`config.mk`:
```
export PLATFORM = sky130hd
export DESIGN_NAME = core_launch_seq
export DESIGN_NICKNAME = d
export VERILOG_FILES = /design/src/rtl/core_launch_seq_pkg.sv /design/src/rtl/core_launch_seq_sync_2ff.sv /design/src/rtl/core_launch_seq.sv
export SDC_FILE = /design/constraint.sdc
export NUM_CORES = 1
export LEC_CHECK = 0
export BUFFER_PORTS_ARGS = -buffer_cell sky130_fd_sc_hd__clkbuf_2
export CAP_MARGIN = 0
export CORE_MARGIN = 2
export CORE_UTILIZATION = 55
export CTS_CLUSTER_SIZE = 12
export DETAILED_ROUTE_END_ITERATION = 10
export PLACE_DENSITY = 0.79
export SKIP_LAST_GASP = 1
export SYNTH_ARGS = -nofsm -noshare
export SYNTH_HDL_FRONTEND = slang
export SYNTH_SLANG_ARGS = --single-unit
```
`constraint.sdc`:
```
create_clock -name clk_i -period 3.89 [get_ports clk_i]
set_input_delay 0.5835 -clock clk_i [delete_from_list [all_inputs] [get_ports clk_i]]
set_output_delay 0.5835 -clock clk_i [all_outputs]
set_load 0.01 [all_outputs]
```
`src/rtl/core_launch_seq_pkg.sv`:
```
// Shared types and constants for the core launch sequencer.
package core_launch_seq_pkg;

    localparam int unsigned CYCLE_CNT_W = 32;

    typedef enum logic [2:0] {
        StIdle,
        StReset,
        StBoot,
        StStart,
        StRun,
        StDone,
        StFault
    } launch_state_e;

endpackage

```
`src/rtl/core_launch_seq_sync_2ff.sv`:
```
// 1-bit two-flop synchronizer with synchronous reset to 0.
module core_launch_seq_sync_2ff (
    input  logic clk_i,
    input  logic rst_i,
    input  logic d_i,
    output logic q_o
);

    logic meta_q;
    logic sync_q;

    always_ff @(posedge clk_i) begin
        if (rst_i) begin
            meta_q <= 1'b0;
            sync_q <= 1'b0;
        end else begin
            meta_q <= d_i;
            sync_q <= meta_q;
        end
    end

    assign q_o = sync_q;

endmodule

```
`src/rtl/core_launch_seq.sv`:
```
// Launch sequencer for the asmodee core: flush, boot load, start pulse, then supervised run
// with halt detection and a cycle watchdog.
module core_launch_seq
    import core_launch_seq_pkg::*;
#(
    parameter int unsigned RST_CYCLES  = 4,
    parameter int unsigned BOOT_CYCLES = 2,
    parameter int unsigned TIMEOUT     = 1000000
) (
    input  logic                   clk_i,
    input  logic                   rst_i,
    input  logic                   run_req_i,
    input  logic                   abort_i,
    input  logic                   halt_i,
    output logic                   core_rst_o,
    output logic                   core_boot_o,
    output logic                   core_start_o,
    output logic                   busy_o,
    output logic                   done_o,
    output logic                   timeout_o,
    output logic [CYCLE_CNT_W-1:0] cycle_count_o
);

    localparam int unsigned PhaseMax = (RST_CYCLES > BOOT_CYCLES) ? RST_CYCLES : BOOT_CYCLES;
    localparam int unsigned PhaseW   = $clog2(PhaseMax + 1);

    localparam logic [PhaseW-1:0]      RstLoad  = PhaseW'(RST_CYCLES - 1);
    localparam logic [PhaseW-1:0]      BootLoad = PhaseW'(BOOT_CYCLES - 1);
    localparam logic [CYCLE_CNT_W-1:0] CntLast  = CYCLE_CNT_W'(TIMEOUT - 1);

    launch_state_e          state_q, state_d;
    logic [PhaseW-1:0]      phase_q, phase_d;
    logic [CYCLE_CNT_W-1:0] cnt_q, cnt_d;
    logic                   halt_sync;

    core_launch_seq_sync_2ff u_halt_sync (
        .clk_i (clk_i),
        .rst_i (rst_i),
        .d_i   (halt_i),
        .q_o   (halt_sync)
    );

    always_ff @(posedge clk_i) begin
        if (rst_i) begin
            state_q <= StIdle;
            phase_q <= '0;
            cnt_q   <= '0;
        end else begin
            state_q <= state_d;
            phase_q <= phase_d;
            cnt_q   <= cnt_d;
        end
    end

    always_comb begin
        state_d = state_q;
        phase_d = phase_q;
        cnt_d   = cnt_q;
        if (abort_i) begin
            state_d = StIdle;
        end else begin
            case (state_q)
                StIdle, StDone, StFault: begin
                    if (run_req_i) begin
                        state_d = StReset;
                        phase_d = RstLoad;
                        cnt_d   = '0;
                    end
                end
                StReset: begin
                    if (phase_q == '0) begin
                        state_d = StBoot;
                        phase_d = BootLoad;
                    end else begin
                        phase_d = phase_q - 1'b1;
                    end
                end
                StBoot: begin
                    if (phase_q == '0) begin
                        state_d = StStart;
                    end else begin
                        phase_d = phase_q - 1'b1;
                    end
                end
                StStart: state_d = StRun;
                StRun: begin
                    // The exiting cycle is still a RUN cycle, so it is counted too.
                    cnt_d = cnt_q + 1'b1;
                    if (halt_sync) begin
                        state_d = StDone;
                    end else if (cnt_q == CntLast) begin
                        state_d = StFault;
                    end
                end
                default: state_d = StIdle;
            endcase
        end
    end

    always_comb begin
        core_rst_o   = 1'b0;
        core_boot_o  = 1'b0;
        core_start_o = 1'b0;
        busy_o       = 1'b0;
        done_o       = 1'b0;
        timeout_o    = 1'b0;
        case (state_q)
            StIdle:  core_rst_o = 1'b1;
            StReset: begin
                core_rst_o = 1'b1;
                busy_o     = 1'b1;
            end
            StBoot: begin
                core_boot_o = 1'b1;
                busy_o      = 1'b1;
            end
            StStart: begin
                core_boot_o  = 1'b1;
                core_start_o = 1'b1;
                busy_o       = 1'b1;
            end
            StRun:   busy_o    = 1'b1;
            StDone:  done_o    = 1'b1;
            StFault: timeout_o = 1'b1;
            default: core_rst_o = 1'b1;
        endcase
    end

    assign cycle_count_o = cnt_q;

    boot_start_excl_a: assert property (@(posedge clk_i)
        !(core_rst_o && (core_boot_o || core_start_o)));

endmodule

```
; ---- Yosys cells after proc, flatten, opt, wreduce, memory -nomap -nowiden
; Cells that the tools add are included.
[totals]
regBits = 40
out_inout_bits = 38
word_cells = 50
[op_classes]
n_mux = 18
n_eq_ne = 12
bitwise_logic = 1
addsub = 2
reduce_logical = 12
[op_table]
columns = cell, count
row1 = $pmux 32 s2, 1
row2 = $add 32x1->32 const B, 1
row3 = $eq 32x20->1 const B, 1
row4 = $mux 32, 1
row5 = $mux 3, 8
row6 = $pmux 3 s5, 1
row7 = $eq 3x3->1 const B, 3
row8 = $pmux 3 s3, 1
row9 = $ne 2x2->1 const B, 4
row10 = $reduce_and 4->1, 2
row11 = $eq 3x2->1 const B, 2
row12 = $logic_not 3->1, 2
row13 = $mux 1, 6
row14 = $reduce_or 5->1, 1
row15 = $reduce_or 2->1, 2
row16 = $reduce_or 4->1, 1
row17 = $eq 3x1->1 const B, 1
row18 = $ne 3x2->1 const B, 1
row19 = $reduce_and 3->1, 1
row20 = $reduce_bool 3->1, 1
row21 = $reduce_or 3->1, 1
row22 = $sub 3x1->3 const B, 1
row23 = $reduce_bool 2->1, 1
row24 = $not 1->1, 1

; ---- Logic depth before layout (Yosys ltp)
[depth]
depth_word = 4
ltp_mapped = 7
ltp_nobuf = 6

; ---- By module
; Synthesis repeated with hierarchy kept, for this count alone.
[unflattened]
cells_unflattened = 267
hier_area_um2 = 2158.3
[modules_own_cells]
columns = module, area_per_inst_um2, seq_area_each_um2, cells_per_inst, n_inst
row1 = core_launch_seq, 2105.8, 760.7, 263, 1
row2 = core_launch_seq_sync_2ff, 52.6, 40.0, 4, 1

; ---- Worst setup path after synthesis
; Ideal clock, no wire load.
[synth_timing]
kind = in2reg
start = in run_req_i
end = reg cnt_q[19], in the netlist cycle_count_o[19]
arrival_ps = 1807
required_time_ps = 3818
path_buffers = 3
cell_stages = 7
setup_slack_ps = 2011
path_cell_list = buf_4 -> and4bb_4 -> a221oi_2 -> buf_2 -> buf_2 -> nand2_1 -> mux2i_1
[synth_between]
elab_chain_cells = 2
[synth_rtl]
columns = item, line_no
row1 = "start, declared", core_launch_seq.sv:12  ; input logic run_req_i,
row2 = $ne 2x2->1 (no line), -
row3 = $reduce_and 3->1 (no line), -
row4 = "end signal, assigned", core_launch_seq.sv:51  ; cnt_q <= cnt_d;
row5 = "end, declared", core_launch_seq.sv:33  ; logic [CYCLE_CNT_W-1:0] cnt_q, cnt_d;
; Every way passes these cells.
; A chain may end at the register's enable or synchronous reset.

; ---- Worst setup path in the final report
[layout_timing]
start = reg state_q[2]
end = reg cnt_q[12], in the netlist cycle_count_o[12]
[layout_between]
elab_chain_cells = 4
[layout_rtl]
columns = item, line_no
row1 = "start, declared", core_launch_seq.sv:31  ; launch_state_e state_q, state_d;
row2 = "start signal, assigned", core_launch_seq.sv:45  ; state_q <= StIdle;
row3 = "start signal, assigned", core_launch_seq.sv:49  ; state_q <= state_d;
row4 = $eq 3x3->1 / $logic_not 3->1 (equally long branches), core_launch_seq.sv:62  ; case (state_q)
row5 = $reduce_or 3->1, core_launch_seq.sv:62
row6 = $ne 2x2->1 (no line) / $reduce_bool 2->1 (equally long branches), -
row7 = $reduce_and 3->1 (no line), -
; Several ways; a longest one is shown, not always the timed one.

==> metrics.md <==
| Metric | Value |
|---|---|
| Syn_nets | `just over 300` |
| Floorplan die height | `just over 70 microns` |
| Number of vias after detailed routing | `2385` |
| Fin Setup TNS | `0 ns` |
| Post-synth EDFFs | `0` |
| Worst rel slew slack | `51.51%` |
| Total of flip-flops plus latches after synthesis | `40` |
| Largest net degree at the start of global routing | `45` |
| Leading cell type by number of instances after synthesis | `sky130_fd_sc_hd__dfxtp_1` |
| Dominant combinational cell family by area after synthesis | `simple AND/OR/NAND/NOR gates` |
| Wire length of the first global-routing pass | `10.02 mm` |
| GR Util met1 | `about a third` |
| Tightest Pin Transition | `0.7264 ns` |
| Number of post-CTS setup repair buffers | `0` |
| Pwr Density | `just over 300 nW/um^2` |
| Library cell used as clock root buffer | `sky130_fd_sc_hd__clkbuf_8` |
| DRC errors left | `0` |
| Total area of sequential cells | `around 800 sq um` |
| GRT Overall Usage | `between 20 and 25%` |
| Final setup viols | `0` |
| TritonCTS clock tree | `yes` |
| Clock network fraction of design power | `about 41%` |
| Signal arrival time at the worst endpoint | `2.52 ns` |
| Max-cap violation count | `0` |
| Effective utilization at floorplan | `56.66%` |
| Die Footprint | `roughly 5000 sq um` |
| Number of global-route vias before repair | `2036` |
| Peak VDD IR | `about 0.00019 V` |
| Number of DRC markers in iteration 0 | `230` |
| Final Hold Violating Endpoints | `0` |
| Gr busiest metal | `met2` |
| Time the worst path needs with I/O delays and setup | `2.285 ns` |
| Beginning of the worst hold path | `u_halt_sync.meta_q` |
| Worst Setup SP | `state_q[2]` |
| Met2 usage | `36.03%` |
| Quantity of hold-fixing buffers added after cts | `0` |
| Filler Cell Count | `between 300 and 400` |
| Setup CP Type | `register to register` |
| Xor and xnor fraction of the mapped netlist area | `less than 1%` |
| Launching element type of the critical path | `register` |
| Clock tree sinks | `40` |
| Ports | `43` |
| Number of slew-limit violations in the final report | `0` |
| Dominant synthesized flop cell | `sky130_fd_sc_hd__dfxtp_1` |
| Period Utilization, post-route | `58.73%` |
| Row Count | `24` |
| Startpoint of the lowest-slack register-to-register path | `state_q[2]` |
| Switching share of power | `roughly a quarter` |
| Maximum frequency from static timing analysis | `between 0.4 and 0.5 GHz` |
| Post-layout net count | `334` |
| Cell area after synthesis | `between 2000 and 2500 sq um` |
| Number of cells in the finished layout apart from fillers | `379` |
| Ant diodes | `0` |
| Final routed wirelength across all metal layers | `a little under 6 mm` |
| Core area | `4324 sq um` |
| Outcome | `finished clean` |
| Yosys cell types | `51` |
| Class of the tightest hold or removal check | `register to register` |
| Share of cells above drive strength 1 | `between 20% and 30%` |
| Portion of netlist area occupied by mux cells | `around 6%` |
| H-tree Lvls | `2` |
| Sum of overflow across all layers after global routing | `0` |
| Fraction of post-synthesis cell area in the top cell type by area | `32.69%` |
| Detailed-route wire length per cell | `about 16 microns` |
| List of most frequent post-synthesis cells | `sky130_fd_sc_hd__dfxtp_1 (40), sky130_fd_sc_hd__nand2_1 (34), sky130_fd_sc_hd__a21oi_1 (23)` |
| Leak Pwr | `around 0.00094 uW` |
| Relative contribution of sequential cells to total power | `about half` |
| Post-detailed-route count of antenna-violating nets | `0` |
| Critical path capture point type | `register` |
| Fraction of the mapped netlist area in compound gates | `around 16%` |
| Cts bufs inserted | `5` |
| Average size of a mapped cell | `between 8 and 9 sq um` |
| Layout overhead on the synthesized area | `12.41%` |
| Clk Latency, worst-skew pair | `~0.30 ns` |
| Clock input transition at the sequential cells of the worst setup and hold paths | `0.08 ns` |
| Leading cell types by total area after synthesis | `sky130_fd_sc_hd__dfxtp_1 (33%), sky130_fd_sc_hd__mux2i_1 (6.1%), sky130_fd_sc_hd__nand2_1 (5.2%)` |
| Total buffers and inverters traversed by the critical path | `1` |
| Mean number of vias per cell | `approximately 6.3` |
| Total area of multi-input combinational cells | `between 1500 and 2000 sq um` |
| Synth Warn # | `0` |
| Simple logic cell fraction of the synthesized area | `about two fifths` |
| Combinational cell fraction of total power | `between 8 and 9%` |
| Resized Gates After CTS | `0` |
| Async S/R FF share, synth | `0%` |
| Count of port buffers added during placement | `42` |
| Worst Clk Skew | `approximately 0.010 ns` |
| Cell-by-cell trace of the critical path | `and4bb_4 -> a311oi_4 -> buf_4 -> or4b_1 -> a21oi_1` |
| Post-synthesis adder-cell area fraction | `1.532%` |
| Crit path max-delay cell type | `sky130_fd_sc_hd__dfxtp_1` |
| Number of search-and-repair iterations in the first detailed-routing pass | `6` |
| Synth Instances | `294` |
| Worst-path fanout max | `44` |
| Share of synthesized area occupied by flip-flops and latches | `about a third` |
| Power spent charging and discharging nets | `209.5 uW` |
| HPWL reported at the end of detailed placement | `roughly 4 mm` |
| Antenna violations before repair | `0` |
| RSZ-0062 raised after global routing | `no` |
| Met3 GRT Util | `just under 4%` |
| Crit-path max cell delay | `roughly 0.80 ns` |
| Number of cells after detailed placement | `between 300 and 400` |
| Largest delay share family, worst path | `simple AND/OR/NAND/NOR gates` |
| Die width | `~70 microns` |
| Library cell occupying the most area in the post-synthesis netlist | `sky130_fd_sc_hd__dfxtp_1` |
| Maximum count of clock buffers along a single path | `2` |
| WP data required | `around 4.1 ns` |
| P_int | `~630 uW` |
| Routability cong. | `roughly 0.84` |
[cell usage in the layout (no fill, tap or decap), types with 7 or more instances in the layout]
cell	netlist	final
sky130_fd_sc_hd__nand2_1	34	34
sky130_fd_sc_hd__a21oi_1	23	23
sky130_fd_sc_hd__nand2b_1	15	15
sky130_fd_sc_hd__nor4_1	16	16
sky130_fd_sc_hd__clkbuf_2	0	42
sky130_fd_sc_hd__mux2i_1	15	15
sky130_fd_sc_hd__or4_1	10	10
sky130_fd_sc_hd__nor4_2	7	7
sky130_fd_sc_hd__inv_1	7	7
sky130_fd_sc_hd__nor2b_1	7	7
sky130_fd_sc_hd__nand3_1	11	11
sky130_fd_sc_hd__nand4_1	10	10
sky130_fd_sc_hd__dfxtp_1	40	40
[area by class of cell]
cell class | instances | area share, %
clock buffer | 6 | 2.635
clock inverter | 2 | 1.272
inverter | 7 | 0.9541
multi-input combinational | 227 | 55.25
sequential | 40 | 29.08
tap | 52 | 2.363
timing repair buffer | 45 | 8.451
[through the flow]
| stage | worst slack [ns] | area [sq um] | total power [uW] | utilization (%) | hold slack, ns |
|---|---|---|---|---|---|
| 6_report | 1.605 | 2754 | 839.7 | 63.69 | 0.4261 |
| 5_1_grt | 1.426 | 2754 | 869.4 | 63.69 | 0.4659 |
| 4_1_cts | 1.610 | 2754 | 843.7 | 63.69 | 0.4306 |
| 3_5_place_dp | 1.621 | 2646 | 502.6 | 61.20 | 0.4231 |
| 3_3_place_gp | 1.662 | 2646 | 500.4 | 61.20 | 0.4225 |
| 2_1_floorplan | 2.011 | 2450 | 490.3 | - | 0.4138 |
[flip-flops by register name, summed over array words and instances (netlist names)]
signal	flops
cycle_count_o	32
phase_q	3
state_q	3
u_halt_sync.meta_q	1
u_halt_sync.q_o	1
[logic make-up (layout without fill, tap and decap cells)]
| group | Yosys count | count (layout) |
|---|---|---|
| multiplexers | 15 | 15 |
| buffers and inverters | 27 | 60 |
| AO/OA/AOI/OAI | 57 | 57 |
| XOR/XNOR | 2 | 2 |
| adder cells (fa/ha/maj) | 3 | 3 |
| flip-flops | 40 | 40 |
| AND/OR/NAND/NOR | 150 | 150 |
[power by group through the flow]
| stage | clock [uW] | combinational [uW] | sequential [uW] |
|---|---|---|---|
| 2_1_floorplan | 0 | 64.0 | 426 |
| 3_3_place_gp | 0 | 71.4 | 429 |
| 3_5_place_dp | 0 | 73.3 | 429 |
| 4_1_cts | 350 | 73.8 | 420 |
| 5_1_grt | 364 | 84.5 | 421 |
| 6_report | 345 | 74.5 | 420 |
[worst paths after layout]
| kind | depth (start not counted) | endpoint | slack (ns) |
|---|---|---|---|
| worst max register to register | 5 | cycle_count_o[12] | 1.61 |
| worst max-delay path | 5 | cycle_count_o[12] | 1.61 |
| worst min register to register | 1 | u_halt_sync.q_o | 0.43 |
| worst min-delay path | 1 | u_halt_sync.q_o | 0.43 |
[per-layer routing]
metal / share of wire, % / vias to the layer above
li1: - / 1171
met1: 46 / 1128
met2: 47 / 75
met3: 5.0 / 11
met4: 1.7 / 0
met5: 0 / -
[worst reg2reg max path: cells and delay by family, from the launching register on]
family,cells,cell delay (ns)
flip-flops,1,0.80
AND/OR/NAND/NOR,2,0.94
buffers and inverters,1,0.29
AO/OA/AOI/OAI,2,0.19
No activity file was read; power rests on OpenSTA's default activity.
